--- src/rtl/wb_if.sv ---
// Wishbone B4 pipelined bus bundle (32-bit address and data).
// The master modport drives the request side; the slave modport drives the response side.
interface wb_if;
  logic        cyc;
  logic        stb;
  logic        we;
  logic [3:0]  sel;
  logic [31:0] adr;
  logic [31:0] dat_m;
  logic [31:0] dat_s;
  logic        ack;
  logic        err;
  logic        stall;

  modport master (
    output cyc, stb, we, sel, adr, dat_m,
    input  dat_s, ack, err, stall
  );

  modport slave (
    input  cyc, stb, we, sel, adr, dat_m,
    output dat_s, ack, err, stall
  );
endinterface

--- src/rtl/wb_arbiter2.sv ---
// Two-master to one-slave Wishbone B4 pipelined arbiter. The bus is owned for a whole cyc span.
// Outstanding requests are counted so that responses only reach the master that issued them.
module wb_arbiter2 #(
  parameter int MaxOutstanding = 4,
  parameter bit RoundRobin     = 1'b1
) (
  input  logic clk,
  input  logic rst,
  wb_if.slave  m0,
  wb_if.slave  m1,
  wb_if.master s
);

  typedef enum logic [1:0] {
    IDLE   = 2'd0,
    GRANT0 = 2'd1,
    GRANT1 = 2'd2
  } state_t;

  localparam logic [3:0] MaxCnt = 4'(MaxOutstanding);

  state_t     state, state_n;
  logic       last, last_n;   // 0 = m0 held the last grant, 1 = m1
  logic [3:0] cnt, cnt_n;
  logic       own0, own1;
  logic       full, accept, resp, abort;

  function automatic state_t pick(input logic c0, input logic c1, input logic lst);
    state_t nx;
    if (c0 && c1) begin
      if (RoundRobin) nx = lst ? GRANT0 : GRANT1;
      else            nx = GRANT0;
    end else if (c0) begin
      nx = GRANT0;
    end else if (c1) begin
      nx = GRANT1;
    end else begin
      nx = IDLE;
    end
    return nx;
  endfunction

  assign own0 = (state == GRANT0);
  assign own1 = (state == GRANT1);
  assign full = (cnt == MaxCnt);

  // Responses with nothing outstanding (spurious, or after an abort) are swallowed.
  assign resp   = (s.ack | s.err) & (cnt != 4'd0) & (state != IDLE);
  assign accept = ((own0 & m0.cyc & m0.stb) | (own1 & m1.cyc & m1.stb)) & ~full & ~s.stall;
  assign abort  = (own0 & ~m0.cyc) | (own1 & ~m1.cyc);

  always_ff @(posedge clk) begin
    if (rst) begin
      state <= IDLE;
      last  <= 1'b1;
      cnt   <= 4'd0;
    end else begin
      state <= state_n;
      last  <= last_n;
      cnt   <= cnt_n;
    end
  end

  always_comb begin
    state_n = state;
    last_n  = last;
    unique case (state)
      IDLE:    state_n = pick(m0.cyc, m1.cyc, last);
      GRANT0:  if (!m0.cyc) state_n = pick(1'b0, m1.cyc, last);
      GRANT1:  if (!m1.cyc) state_n = pick(m0.cyc, 1'b0, last);
      default: state_n = IDLE;
    endcase
    if (state_n == GRANT0 && state != GRANT0) last_n = 1'b0;
    if (state_n == GRANT1 && state != GRANT1) last_n = 1'b1;
  end

  // A dropped cyc abandons whatever is still in flight.
  always_comb begin
    cnt_n = cnt;
    if (abort)                cnt_n = 4'd0;
    else if (accept && !resp) cnt_n = cnt + 4'd1;
    else if (resp && !accept) cnt_n = cnt - 4'd1;
  end

  always_comb begin
    s.cyc    = 1'b0;
    s.stb    = 1'b0;
    s.we     = 1'b0;
    s.sel    = 4'd0;
    s.adr    = 32'd0;
    s.dat_m  = 32'd0;
    m0.stall = 1'b1;
    m0.ack   = 1'b0;
    m0.err   = 1'b0;
    m1.stall = 1'b1;
    m1.ack   = 1'b0;
    m1.err   = 1'b0;
    m0.dat_s = s.dat_s;
    m1.dat_s = s.dat_s;
    if (own0) begin
      s.cyc    = m0.cyc;
      s.stb    = m0.stb & ~full;
      s.we     = m0.we;
      s.sel    = m0.sel;
      s.adr    = m0.adr;
      s.dat_m  = m0.dat_m;
      m0.stall = s.stall | full;
      m0.ack   = s.ack & resp;
      m0.err   = s.err & resp;
    end else if (own1) begin
      s.cyc    = m1.cyc;
      s.stb    = m1.stb & ~full;
      s.we     = m1.we;
      s.sel    = m1.sel;
      s.adr    = m1.adr;
      s.dat_m  = m1.dat_m;
      m1.stall = s.stall | full;
      m1.ack   = s.ack & resp;
      m1.err   = s.err & resp;
    end
  end

endmodule

--- src/flat_wrapper.sv ---
// flat-port wrapper written by rule: the top's interface ports become plain ports
module wb_arbiter2_flat 
#(
  parameter int MaxOutstanding = 4,
  parameter bit RoundRobin     = 1'b1
)
  (clk, rst, m0_cyc, m0_stb, m0_we, m0_sel, m0_adr, m0_dat_m, m0_dat_s, m0_ack, m0_err, m0_stall, m1_cyc, m1_stb, m1_we, m1_sel, m1_adr, m1_dat_m, m1_dat_s, m1_ack, m1_err, m1_stall, s_cyc, s_stb, s_we, s_sel, s_adr, s_dat_m, s_dat_s, s_ack, s_err, s_stall);
  wb_if m0_i ();
  wb_if m1_i ();
  wb_if s_i ();
  input  logic clk;
  input  logic rst;
  input wire logic [$bits(m0_i.cyc)-1:0] m0_cyc;
  input wire logic [$bits(m0_i.stb)-1:0] m0_stb;
  input wire logic [$bits(m0_i.we)-1:0] m0_we;
  input wire logic [$bits(m0_i.sel)-1:0] m0_sel;
  input wire logic [$bits(m0_i.adr)-1:0] m0_adr;
  input wire logic [$bits(m0_i.dat_m)-1:0] m0_dat_m;
  output wire logic [$bits(m0_i.dat_s)-1:0] m0_dat_s;
  output wire logic [$bits(m0_i.ack)-1:0] m0_ack;
  output wire logic [$bits(m0_i.err)-1:0] m0_err;
  output wire logic [$bits(m0_i.stall)-1:0] m0_stall;
  input wire logic [$bits(m1_i.cyc)-1:0] m1_cyc;
  input wire logic [$bits(m1_i.stb)-1:0] m1_stb;
  input wire logic [$bits(m1_i.we)-1:0] m1_we;
  input wire logic [$bits(m1_i.sel)-1:0] m1_sel;
  input wire logic [$bits(m1_i.adr)-1:0] m1_adr;
  input wire logic [$bits(m1_i.dat_m)-1:0] m1_dat_m;
  output wire logic [$bits(m1_i.dat_s)-1:0] m1_dat_s;
  output wire logic [$bits(m1_i.ack)-1:0] m1_ack;
  output wire logic [$bits(m1_i.err)-1:0] m1_err;
  output wire logic [$bits(m1_i.stall)-1:0] m1_stall;
  output wire logic [$bits(s_i.cyc)-1:0] s_cyc;
  output wire logic [$bits(s_i.stb)-1:0] s_stb;
  output wire logic [$bits(s_i.we)-1:0] s_we;
  output wire logic [$bits(s_i.sel)-1:0] s_sel;
  output wire logic [$bits(s_i.adr)-1:0] s_adr;
  output wire logic [$bits(s_i.dat_m)-1:0] s_dat_m;
  input wire logic [$bits(s_i.dat_s)-1:0] s_dat_s;
  input wire logic [$bits(s_i.ack)-1:0] s_ack;
  input wire logic [$bits(s_i.err)-1:0] s_err;
  input wire logic [$bits(s_i.stall)-1:0] s_stall;
  assign m0_i.cyc = m0_cyc;
  assign m0_i.stb = m0_stb;
  assign m0_i.we = m0_we;
  assign m0_i.sel = m0_sel;
  assign m0_i.adr = m0_adr;
  assign m0_i.dat_m = m0_dat_m;
  assign m0_dat_s = m0_i.dat_s;
  assign m0_ack = m0_i.ack;
  assign m0_err = m0_i.err;
  assign m0_stall = m0_i.stall;
  assign m1_i.cyc = m1_cyc;
  assign m1_i.stb = m1_stb;
  assign m1_i.we = m1_we;
  assign m1_i.sel = m1_sel;
  assign m1_i.adr = m1_adr;
  assign m1_i.dat_m = m1_dat_m;
  assign m1_dat_s = m1_i.dat_s;
  assign m1_ack = m1_i.ack;
  assign m1_err = m1_i.err;
  assign m1_stall = m1_i.stall;
  assign s_cyc = s_i.cyc;
  assign s_stb = s_i.stb;
  assign s_we = s_i.we;
  assign s_sel = s_i.sel;
  assign s_adr = s_i.adr;
  assign s_dat_m = s_i.dat_m;
  assign s_i.dat_s = s_dat_s;
  assign s_i.ack = s_ack;
  assign s_i.err = s_err;
  assign s_i.stall = s_stall;
  wb_arbiter2 #(.MaxOutstanding(MaxOutstanding), .RoundRobin(RoundRobin)) u_core (.clk(clk), .rst(rst), .m0(m0_i), .m1(m1_i), .s(s_i));
endmodule
--- config.mk ---
export PLATFORM = sky130hd
export DESIGN_NAME = wb_arbiter2_flat
export DESIGN_NICKNAME = d
export VERILOG_FILES = /design/src/rtl/wb_if.sv /design/src/rtl/wb_arbiter2.sv /design/src/flat_wrapper.sv
export SDC_FILE = /design/constraint.sdc
export NUM_CORES = 1
export LEC_CHECK = 0
export CORE_AREA = 5 5 122 124
export CTS_CLUSTER_DIAMETER = 50
export DETAILED_ROUTE_END_ITERATION = 8
export DIE_AREA = 0 0 127 129
export GPL_ROUTABILITY_DRIVEN = 0
export PLACE_DENSITY = 0.62
export SYNTH_ARGS = -nofsm -noshare
export SYNTH_HDL_FRONTEND = slang
export SYNTH_SLANG_ARGS = --single-unit
--- constraint.sdc ---
create_clock -name clk -period 3.5 [get_ports clk]
set_input_delay 1.05 -clock clk [delete_from_list [all_inputs] [get_ports clk]]
set_output_delay 1.05 -clock clk [all_outputs]
set_load 0.01 [all_outputs]
Yosys cells after proc, flatten, opt, wreduce, memory -nomap -nowiden
Cells that the tools add are included.

operators by class
  $add $sub $neg = 2
  equal/unequal tests = 7
  mux-type cells = 31
  bitwise gates (word level) = 22
  reductions and logical operators = 13

operators by type and width
  kind                 count
  $mux 32              4
  $mux 1               16
  $mux 4               4
  $and 1x1->1          14
  $mux 2               6
  $pmux 2 s3           1
  $logic_and 1x1->1    5
  $add 4x1->4 const B  1
  $eq 2x1->1 const B   2
  $eq 2x2->1 const B   2
  $eq 4x3->1 const B   1
  $not 1->1            4
  $or 1x1->1           4
  $reduce_bool 2->1    2
  $reduce_bool 4->1    1
  $reduce_or 2->1      2
  $sub 4x1->4 const B  1
  $logic_not 1->1      2
  $logic_not 2->1      1
  $ne 2x1->1 const B   1
  $ne 2x2->1 const B   1

word-level totals
  register bits = 7
  bits of input ports = 179
  output and inout port bits = 141
  logic and storage cells = 78

Longest topological paths before layout
  depth in word-level cells = 10
  gate-level depth with buffers = 11
  gate-level depth less buffers = 10

Worst setup path after synthesis
OpenSTA, ideal clock, no wires.

  path type = input -> register
  from = input port s_stall
  to = register u_core.cnt[3]
  arrival = 2.708 ns
  required time = 3.379 ns
  path slack = 0.671 ns
  cell stages on the path = 9
  buffers on the path = 0
  cells stage by stage = a21oi_1 a21boi_1 ha_1 inv_1 ha_1 a21oi_1 a211oi_1 a31oi_1 mux2_2

on the way
  word-level cells in the longest chain between the ends = 5
  elaborated cells on any way between the ends = 7

ends and longest elaborated chain
  what                                line                text
  start, declared                     flat_wrapper.sv:42  input wire logic [$bits(s_i.stall)-1:0] s_stall;
  $not 1->1 *                         wb_arbiter2.sv:49   assign accept = ((own0 & m0.cyc & m0.stb) | (own1 & m1.cyc & m1.stb)) & ~full & ~s.stall;
  $and 1x1->1 *                       wb_arbiter2.sv:49
  $logic_not 1->1                     wb_arbiter2.sv:82   else if (resp && !accept) cnt_n = cnt - 4'd1;
  $logic_and 1x1->1                   wb_arbiter2.sv:82
  $reduce_bool 2->1 (no source line)  n/a
  end signal, assigned                wb_arbiter2.sv:60   cnt <= cnt_n;
  end, declared                       wb_arbiter2.sv:24   logic [3:0] cnt, cnt_n;

Mark *: on every way between the ends. The rest lies on a longest branch, timed or not.
A chain may end at the register's enable or synchronous reset.

Final worst setup path
  from = input port m0_cyc
  to = output port s_cyc

on the way
  word-level cells in the longest chain between the ends = 1

ends and longest elaborated chain
  what             line                text
  start, declared  flat_wrapper.sv:13  input wire logic [$bits(m0_i.cyc)-1:0] m0_cyc;
  $mux 1           wb_arbiter2.sv:100  if (own0) begin
  end, declared    flat_wrapper.sv:33  output wire logic [$bits(s_i.cyc)-1:0] s_cyc;

No other way between the ends.

==> results_dict.tcl <==
set metrics [dict create \
    rsz0062_at_grt "no" \
    relSlewSlack 0.680 \
    critPathLaunchType "input pin" \
    layout_common_cells "223 x clkdlybuf4s50_1, 70 x a22o_1, 8 x nor2_1" \
    core_sq_mm 0.0137 \
    highest_layer "met4" \
    clk_latency_ps 230 \
    yosysWarnings 0 \
    diodes 0 \
    cp.arrival_ps 2370 \
    status "completed" \
    path_clk_slew_ps 30 \
    synth_top_family_by_area "compound AO/OA/AOI/OAI gates" \
    cts-htree-levels 1 \
    hp-class "register to register" \
    drt_pass1_iterations 6 \
    rows 43 \
    path_class "input pin to primary output" \
    post_cts_buffers 0 \
    grt_max_degree 44 \
    cts-buffers-inserted 3 \
    netlist_area_sq_mm 0.00167 \
    ys_types 32 \
    nFillCells 1473 \
    drv_slew 0 \
    synthXorXnorAreaFrac 0.0105 \
    synth_compound_area_frac 0.420 \
    synth_mux_area_frac 0.0127 \
    vias 2242 \
    fp.dieH_microns 129 \
    met3_length_microns 1130 \
    grt_overflow 0 \
    area_delta_synth_final_pct 121 \
    crit_path_max_fanout 6 \
    wire_per_inst_microns 16.2 \
    p_per_area_mw_per_mm2 213 \
    fin_skew_ps 0.741 \
    dieArea_sq_mm 0.0164 \
    worst_slew_pin_slew_ps 481 \
    worstSetupEndpointType "primary output" \
    antenna_found_initial 0 \
    ant_nets 0 \
    cts_tree "done" \
    netlist_instances 214 \
    post-route-util 0.271 \
    drt_wl_total_microns 8850 \
    fin_tns_setup_ps 0 \
    io_pins 320 \
    final_cells 545 \
    clockRootBuffer "clkbuf_16" \
    place_inst 541 \
    synthSimpleGateAreaFrac 0.0883 \
    grt_pass1_wl_microns 12500 \
    finalPower_mw 0.788 \
    finalNetCount 549 \
    pre_cts_ws_ps 12.4 \
    route.met2.wl_microns 4700 \
    stdcell_area_sq_mm 0.00370 \
    layout_setup_ws_ps 79.0 \
    ctsResizeCount 0 \
    io_buffers 223 \
    layout_commonest_cell "clkdlybuf4s50_1" \
    holdBufCountCts 0 \
    ys_seq_area_frac 0.0838 \
    grt_usage 0.0937 \
    drive_above_1_share 0.0329 \
    drcViolationCount 0 \
    ir_worst_vdd_uv 162 \
    die_x_microns 127 \
    grt_pass1_vias 2364 \
    synth.net_count 397 \
    viasPerCell 4.11 \
    avgSynthCellArea_sq_um 7.82 \
    hold_violations 0 \
    finalCritPeriodShare 0.977 \
    hpwl_microns 7590 \
    drtIter0Drc 48 \
    placed_area_sq_mm 0.00362 \
    setup_viol 0 \
    hold_slack_ps 578 \
    p_leak_nw 1.39 \
    start_util 0.122 \
    synth_fa_ha_area_frac 0.0344 \
    ys_seq_elements 7 \
    max_freq_ghz 0.292 \
    cts_max_path_buffers 2 \
    maxCapViolCount 0 \
    wl_met1_microns 2980 \
    cp.required_ps 2450 \
    fin_crit_ps 3420 \
    cts.sinks 7 \
]
-- per-layer routing --
metal | vias to the layer above | track usage
met5 | - | 0
met4 | 0 | 0.0126
met3 | 14 | 0.0378
met2 | 169 | 0.185
met1 | 1022 | 0.0945
li1 | 1037 | -
-- critical path, stage by stage --
cell and delay, ps:
clkdlybuf4s50_1 600, a22o_1 180, clkdlybuf4s50_1 540
-- state kept, by name, summed over array words and instances, names as in the netlist --
register	count
u_core.last	1
u_core.cnt	4
u_core.state	2
-- worst paths after layout --
check	startpoint	endpoint	slack [ps]	cells past startpoint
worst max-delay path	m0_cyc	s_cyc	80	3
worst min-delay path	u_core.cnt[2]	u_core.cnt[2]	580	2
worst max register to register	u_core.state[0]	u_core.cnt[3]	470	11
worst min register to register	u_core.cnt[2]	u_core.cnt[2]	580	2
-- cell families (layout without fill, tap and decap cells) --
family,after synthesis,in the layout
compound gates,84,84
xor+xnor,2,2
fa+ha+maj,4,4
buf+inv,87,238
flops,7,7
mux,2,2
simple gates,28,28
-- synth_stat cells (all sizes together) --
library cell,number,area (sq um)
buf,80,559
a31oi,2,12.5
o221ai,1,8.76
nand3,3,15.0
a22oi,1,7.51
a21oi,5,25.0
inv,6,22.5
a211oi,1,7.51
xor2,1,8.76
o21ai,1,5.00
or2,1,6.26
nand2,3,11.3
nor3,1,5.00
nor2b,1,8.76
nand3b,1,7.51
a221o,1,10.0
fa,1,20.0
xnor2,1,8.76
o22ai,1,6.26
and2b,1,7.51
ha,3,37.5
nor2,8,30.0
a21boi,1,7.51
clkbuf,1,3.75
mux2i,1,10.0
a22o,70,613
and3,6,37.5
dfxtp,7,140
mux2,1,11.3
nand2b,3,18.8
-- layout make-up --
| class | count | area (sq um) | share of cell area |
|---|---|---|---|
| repair buffers | 228 | 2280 | 0.616 |
| clock buffers | 4 | 78.8 | 0.0213 |
| well taps | 180 | 225 | 0.0608 |
| inverters | 6 | 22.5 | 0.00608 |
| flip-flops and latches | 7 | 140 | 0.0379 |
| multi-input cells | 120 | 953 | 0.258 |
-- power by group --
part | switching (mW) | internal (mW) | total, mW
combinational | 0.175 | 0.322 | 0.497
clock | 0.0399 | 0.151 | 0.191
sequential | 0.0113 | 0.0885 | 0.0998
total | 0.227 | 0.561 | 0.788
(Power assumes the default switching activity.)
